--- config.mk ---
export PLATFORM = sky130hd
export DESIGN_NAME = mem_port_arbiter
export DESIGN_NICKNAME = d
export VERILOG_FILES = /design/src/rtl/mem_port_arbiter.sv
export SDC_FILE = /design/constraint.sdc
export NUM_CORES = 1
export LEC_CHECK = 0
export ABC_CLOCK_PERIOD_IN_PS = 1900
export BUFFER_PORTS_ARGS = -buffer_cell sky130_fd_sc_hd__buf_4
export CELL_PAD_IN_SITES_DETAIL_PLACEMENT = 1
export CELL_PAD_IN_SITES_GLOBAL_PLACEMENT = 2
export CORE_ASPECT_RATIO = 1.1
export CORE_MARGIN = 2
export CORE_UTILIZATION = 10
export DETAILED_ROUTE_END_ITERATION = 8
export GPL_TIMING_DRIVEN = 0
export PLACE_DENSITY = 0.85
export SLEW_MARGIN = 10
export SYNTH_ARGS = -nofsm -noshare
export SYNTH_HDL_FRONTEND = slang
export SYNTH_SLANG_ARGS = --single-unit
--- constraint.sdc ---
create_clock -name clk -period 1.9 [get_ports clk]
set_clock_uncertainty 0.2 [all_clocks]
set_input_delay 0.19 -clock clk [delete_from_list [all_inputs] [get_ports clk]]
set_output_delay 0.19 -clock clk [all_outputs]
set_load 0.01 [all_outputs]
--- src/rtl/mem_port_arbiter.sv ---
// Single-port memory arbiter between instruction fetch and the MEM stage.
// MEM has priority; a streak limit forces an IF grant so fetch keeps making progress.
module mem_port_arbiter #(
  parameter int ADDR_LINE_MEM = 14,
  parameter int D_SIZE        = 32,
  parameter int MAX_STREAK    = 4
) (
  input  logic                     clk,
  input  logic                     reset,
  input  logic                     if_req,
  input  logic [ADDR_LINE_MEM-1:0] if_addr,
  input  logic                     if_flush,
  output logic                     if_gnt,
  output logic                     if_rvalid,
  output logic [D_SIZE-1:0]        if_rdata,
  input  logic                     mem_req,
  input  logic                     mem_we,
  input  logic [ADDR_LINE_MEM-1:0] mem_addr,
  input  logic [D_SIZE-1:0]        mem_wdata,
  output logic                     mem_gnt,
  output logic                     mem_rvalid,
  output logic [D_SIZE-1:0]        mem_rdata,
  output logic                     ram_en,
  output logic                     ram_we,
  output logic [ADDR_LINE_MEM-1:0] ram_addr,
  output logic [D_SIZE-1:0]        ram_wdata,
  input  logic [D_SIZE-1:0]        ram_rdata,
  output logic [3:0]               streak_cnt
);

  typedef enum logic [1:0] {
    RSP_IDLE,
    RSP_IF,
    RSP_MEM
  } rsp_state_e;

  localparam logic [3:0] StreakLimit = 4'(MAX_STREAK);

  rsp_state_e rspState_q;
  rsp_state_e rspState_d;
  logic [3:0] streak_q;
  logic [3:0] streak_d;
  logic       ifGnt;
  logic       memGnt;

  // Grants are suppressed while reset is high so nothing reaches the array.
  always_comb begin
    ifGnt  = 1'b0;
    memGnt = 1'b0;
    if (!reset) begin
      if (mem_req && if_req) begin
        if (streak_q == StreakLimit) begin
          ifGnt = 1'b1;
        end else begin
          memGnt = 1'b1;
        end
      end else if (mem_req) begin
        memGnt = 1'b1;
      end else if (if_req) begin
        ifGnt = 1'b1;
      end
    end
  end

  always_comb begin
    streak_d = streak_q;
    if (ifGnt || !if_req) begin
      streak_d = 4'd0;
    end else if (memGnt && (streak_q != StreakLimit)) begin
      streak_d = streak_q + 4'd1;
    end
  end

  // A flushed IF grant still accesses the array but never arms a response.
  always_comb begin
    rspState_d = RSP_IDLE;
    if (ifGnt && !if_flush) begin
      rspState_d = RSP_IF;
    end else if (memGnt && !mem_we) begin
      rspState_d = RSP_MEM;
    end
  end

  always_ff @(posedge clk) begin
    if (reset) begin
      rspState_q <= RSP_IDLE;
      streak_q   <= 4'd0;
    end else begin
      rspState_q <= rspState_d;
      streak_q   <= streak_d;
    end
  end

  always_comb begin
    ram_addr  = '0;
    ram_wdata = '0;
    if (memGnt) begin
      ram_addr  = mem_addr;
      ram_wdata = mem_wdata;
    end else if (ifGnt) begin
      ram_addr  = if_addr;
    end
  end

  assign if_gnt     = ifGnt;
  assign mem_gnt    = memGnt;
  assign ram_en     = ifGnt | memGnt;
  assign ram_we     = memGnt & mem_we;
  assign streak_cnt = streak_q;

  assign if_rvalid  = !reset && (rspState_q == RSP_IF) && !if_flush;
  assign mem_rvalid = !reset && (rspState_q == RSP_MEM);
  assign if_rdata   = if_rvalid ? ram_rdata : '0;
  assign mem_rdata  = mem_rvalid ? ram_rdata : '0;

endmodule

; Yosys cells after proc, flatten, opt, wreduce, memory -nomap -nowiden
; Index checks and enable logic that the tools add are counted.
[totals]
register_bits = 6
in_bits = 98
word_cells = 40
[op_classes]
add_sub_neg = 1
eq_ne = 4
mux = 16
n_bitwise = 2
n_reduce_logical = 14
[ops]
columns = op, count
row1 = $mux W32, 3
row2 = $mux W14, 2
row3 = $mux W1, 10
row4 = $logic_and A1 B1 Y1, 7
row5 = $add A4 B1 Y4 const B, 1
row6 = $eq A4 B3 Y1 const B, 1
row7 = $logic_not A1 Y1, 4
row8 = $ne A4 B3 Y1 const B, 1
row9 = $reduce_or A2 Y1, 2
row10 = $eq A2 B1 Y1 const B, 1
row11 = $eq A2 B2 Y1 const B, 1
row12 = $mux W2, 1
row13 = $and A1 B1 Y1, 1
row14 = $logic_or A1 B1 Y1, 1
row15 = $or A1 B1 Y1, 1

; Longest topological paths before layout
[logic_depth]
depth_word = 7
mapped_depth = 7
ltp_nobuf = 5

; Worst setup path before layout
; OpenSTA, ideal clock, no wires.
[synth_path]
path_kind = reg2out
startpoint = reg streak_q[0], in the netlist streak_cnt[0]
endpoint = out ram_wdata[0]
t_arrival_ps = 1446
path_slack_ps = 64
path_stages_with_launch = 8
path_buffers = 2
cell_sequence = dfxtp_1 -> inv_1 -> ha_1 -> and3b_1 -> a21oi_2 -> buf_6 -> buf_6 -> and2_1
[synth_via]
elab_chain_len = 5
[synth_lines]
columns = element, line
row1 = "start, declared", 41  ; logic [3:0] streak_q;
row2 = "start signal, assigned", 90  ; streak_q <= streak_d;
row3 = $eq A4 B3 Y1, 52  ; if (streak_q == StreakLimit) begin
row4 = $mux W1, 52
row5 = $mux W1, 51  ; if (mem_req && if_req) begin
row6 = $mux W1, 50  ; if (!reset) begin
row7 = $mux W32, 97  ; if (memGnt) begin
row8 = "end, declared", 26  ; output logic [D_SIZE-1:0] ram_wdata,
; Every way passes these cells.

; Worst setup path after layout
[layout_path]
startpoint = reg streak_q[1], in the netlist streak_cnt[1]
endpoint = out ram_addr[4]
[layout_via]
elab_chain_len = 6
elab_cells_between_ends = 9
classes_between = 1 x eq/ne / 8 x mux
[layout_lines]
columns = element, line
row1 = $eq A4 B3 Y1 *, 52
row2 = $mux W1, 52
row3 = $mux W1, 51
row4 = $mux W1, 50
row5 = $mux W14, 100  ; end else if (ifGnt) begin
row6 = $mux W14 *, 97
row7 = "end, declared", 25  ; output logic [ADDR_LINE_MEM-1:0] ram_addr,
; Mark *: on every way between the ends. The rest lies on a longest branch, timed or not.

==> results.md <==
* Cells after DPL at 518
* Initial antenna violation count at 0
* Synth Area in Adders at 2.25%
* Initial Util at 10.2%
* Vias in the first global route at 2160
* Die Y-Extent at 115 um
* Final #Nets at roughly 490
* Critical Path RT at 1.51 ns
* Internal at 0.691 mW
* Minimum clock period at around 2.1 ns
* Simple-gate share of the synthesized area at 63.5%
* Commonest non-fill, non-tap cell in the layout: buf_4
* Die width at between 100 and 150 um
* Final TNS setup at -9.03 ns
* TritonCTS Sinks at 6
* Placed cell areas at between 2000 and 3000 sq um
* Pwr dens at between 200 and 300 nW/um^2
* Number of distinct library cells after synthesis at 21
* M1 WL at 2350 um
* Max Buffers Root-to-Sink at 2
* Wirelength per Cell at 13.7 um
* Clock network power share at 36.2%
* GPL Wtd Cong at around 0.72
* Status: complete, but fails checks
* Violated checks: negative setup slack
* Main synth FF type: dfxtp_1
* Pin count of the biggest net entering global routing at 11
* Rows at 40
* Total power at 0.919 mW
* DR WL met3 at approximately 800 um
* Post-Syn Instances at 154
* Detailed Route WL at approximately 7300 um
* Final Cell Area at 3290 sq um
* Non-filler cells in the finished layout at 533
* Startpoint Class: flop
* H-tree levels at 1
* DR iter-0 viols at 51
* Synth Net Count at 254
* First-pass GRT wire length at 10400 um
* Root buffer cell: clkbuf_16
* Largest family of logic cells by synthesized area: simple AND/OR/NAND/NOR gates
* Post-route ant nets at 0
* Leading cell types in the layout, fill and taps excluded: buf_4 (205), and2_1 (87), buf_6 (30)
* # DRC at 0
* Net Sw Frac at 24.8%
* Final worst-path cycle share at 112%
* Synth warn at 0
* Cell area after synthesis at 1110 sq um
* Overflow after GRT at 0
* Sequential fraction of the synthesis area at between 10% and 20%
* RSZ-0062 raised after global routing: yes
* Syn Area/Cell at 7.23 sq um
* Reg power frac at about 14%
* Total core area at 10900 sq um
* Final worst setup slack at -0.231 ns
* Peak VDD IR at 203 uV
* Combinational power share at 49.5%
* Pleak at 1.78 nW
* Post-DP HPWL at 6080 um
* Final Util at 30.1%
* Tot GR Track Use at 10.8%
* I/O Buffers at 217
* Setup violators final at 49
* Diode count at 0
* CTS buffer count at 3
* Post-synth EDFFs at 0
* Max Cap Viol at 0
* Pre-CTS setup slack at -0.289 ns
* Crit Path Category: flop to output port
* Kind of end point of the critical path: output port
* Min-Delay Path Class: input pin to flop
* Ratio of cells with drive above 1 in the final layout at between 60% and 70%
* Synth Area in Compound Gates at between 10% and 20%
* CTS tree: built
* Xor-xnor portion of the synthesized cell area at 1.57%
* Die area at 12000 sq um
* Met2 wire length at 4070 um
* FF+latch count, synth at 6
* Slew Limit Fails at 0
* Post-synthesis async set-or-reset flop share at 0%
* CP Max Fanout at 5
* DR vias/cell at 3.76
* Top Layer Used: met4
* Final hold violations at 0
* Worst slew pin tran at 0.273 ns
* Vias at 2002
* Synth-to-Final Area Change at 195%
* CP arrival at 1.74 ns
* F_max at about 470 MHz
* Multiplexer share of the synthesized area at 0%
* Clk Latency, worst-skew pair at 0.22 ns
* Drt pass-1 iters at 3
* Relative slew margins at 81.8%
* Clk slew on worst S/H paths at approximately 0.030 ns
* Top Ports at 218
* Hold slack at around 0.22 ns
* Net switching power figure at 0.228 mW
-- synth_stat cells (all sizes together) (2+ instances only) --
library cell	number	area share, %
and2	97	54
a22o	14	11
buf	9	5.7
dfxtp	6	11
nor2	6	2.0
inv	5	1.7
clkbuf	3	1.1
ha	2	2.2
nor2b	2	1.1
-- worst paths after layout --
check | slack, ns | start | cells after the start | end
worst max-delay path | -0.23 | streak_cnt[1] | 8 | ram_addr[4]
worst min-delay path | 0.22 | if_req | 3 | streak_cnt[0]
worst max register to register | 0.20 | streak_cnt[1] | 7 | rspState_q[0]
worst min register to register | 0.34 | streak_cnt[0] | 2 | streak_cnt[0]
-- routing by layer --
metal | global-route usage [%] | vias up
li1 | - | 948
met1 | 9.65 | 905
met2 | 23.2 | 145
met3 | 3.47 | 4
met4 | 1.96 | 0
met5 | 0 | -
-- flip-flops by register name, indices dropped and copies added (netlist names) --
name        cells
streak_cnt      4
rspState_q      2
-- cell families after synthesis --
logic type / after synthesis
buf+inv: 17
fa+ha+maj: 2
simple gates: 111
xor+xnor: 2
flops: 6
compound gates: 16
-- power by group through the flow --
stage | Clock, mW | Sequential (mW) | Combinational [mW]
after floorplan | 0 | 0.134 | 0.120
after global placement | 0 | 0.134 | 0.395
after detailed placement | 0 | 0.134 | 0.404
after CTS | 0.339 | 0.131 | 0.448
after global routing | 0.348 | 0.132 | 0.489
final | 0.333 | 0.131 | 0.454
-- layout make-up --
type | instances | area, sq um
flip-flops and latches | 6 | 126
repair buffers | 231 | 1840
well taps | 147 | 184
plain buffers | 10 | 91.3
fillers | 1367 | 7620
inverters | 5 | 18.8
multi-input cells | 131 | 951
clock buffers | 3 | 75.1
-- worst max-delay path, stage by stage, from the launching register on --
cell and delay, ns:
dfxtp_2 0.33, inv_2 0.05, ha_4 0.15, and3b_2 0.23, a21oi_4 0.22, buf_4 0.16
buf_6 0.10, a22o_1 0.15, buf_6 0.11
-- timing repair --
action,in CTS,in global routing
hold endpoints to repair,2,0
pin swaps,11,7
gates resized for setup,43,21
buffers inserted,9,1
gates cloned,2,0
hold buffers,2,0
setup endpoints to repair,109,92
No activity file was read; power rests on OpenSTA's default activity.
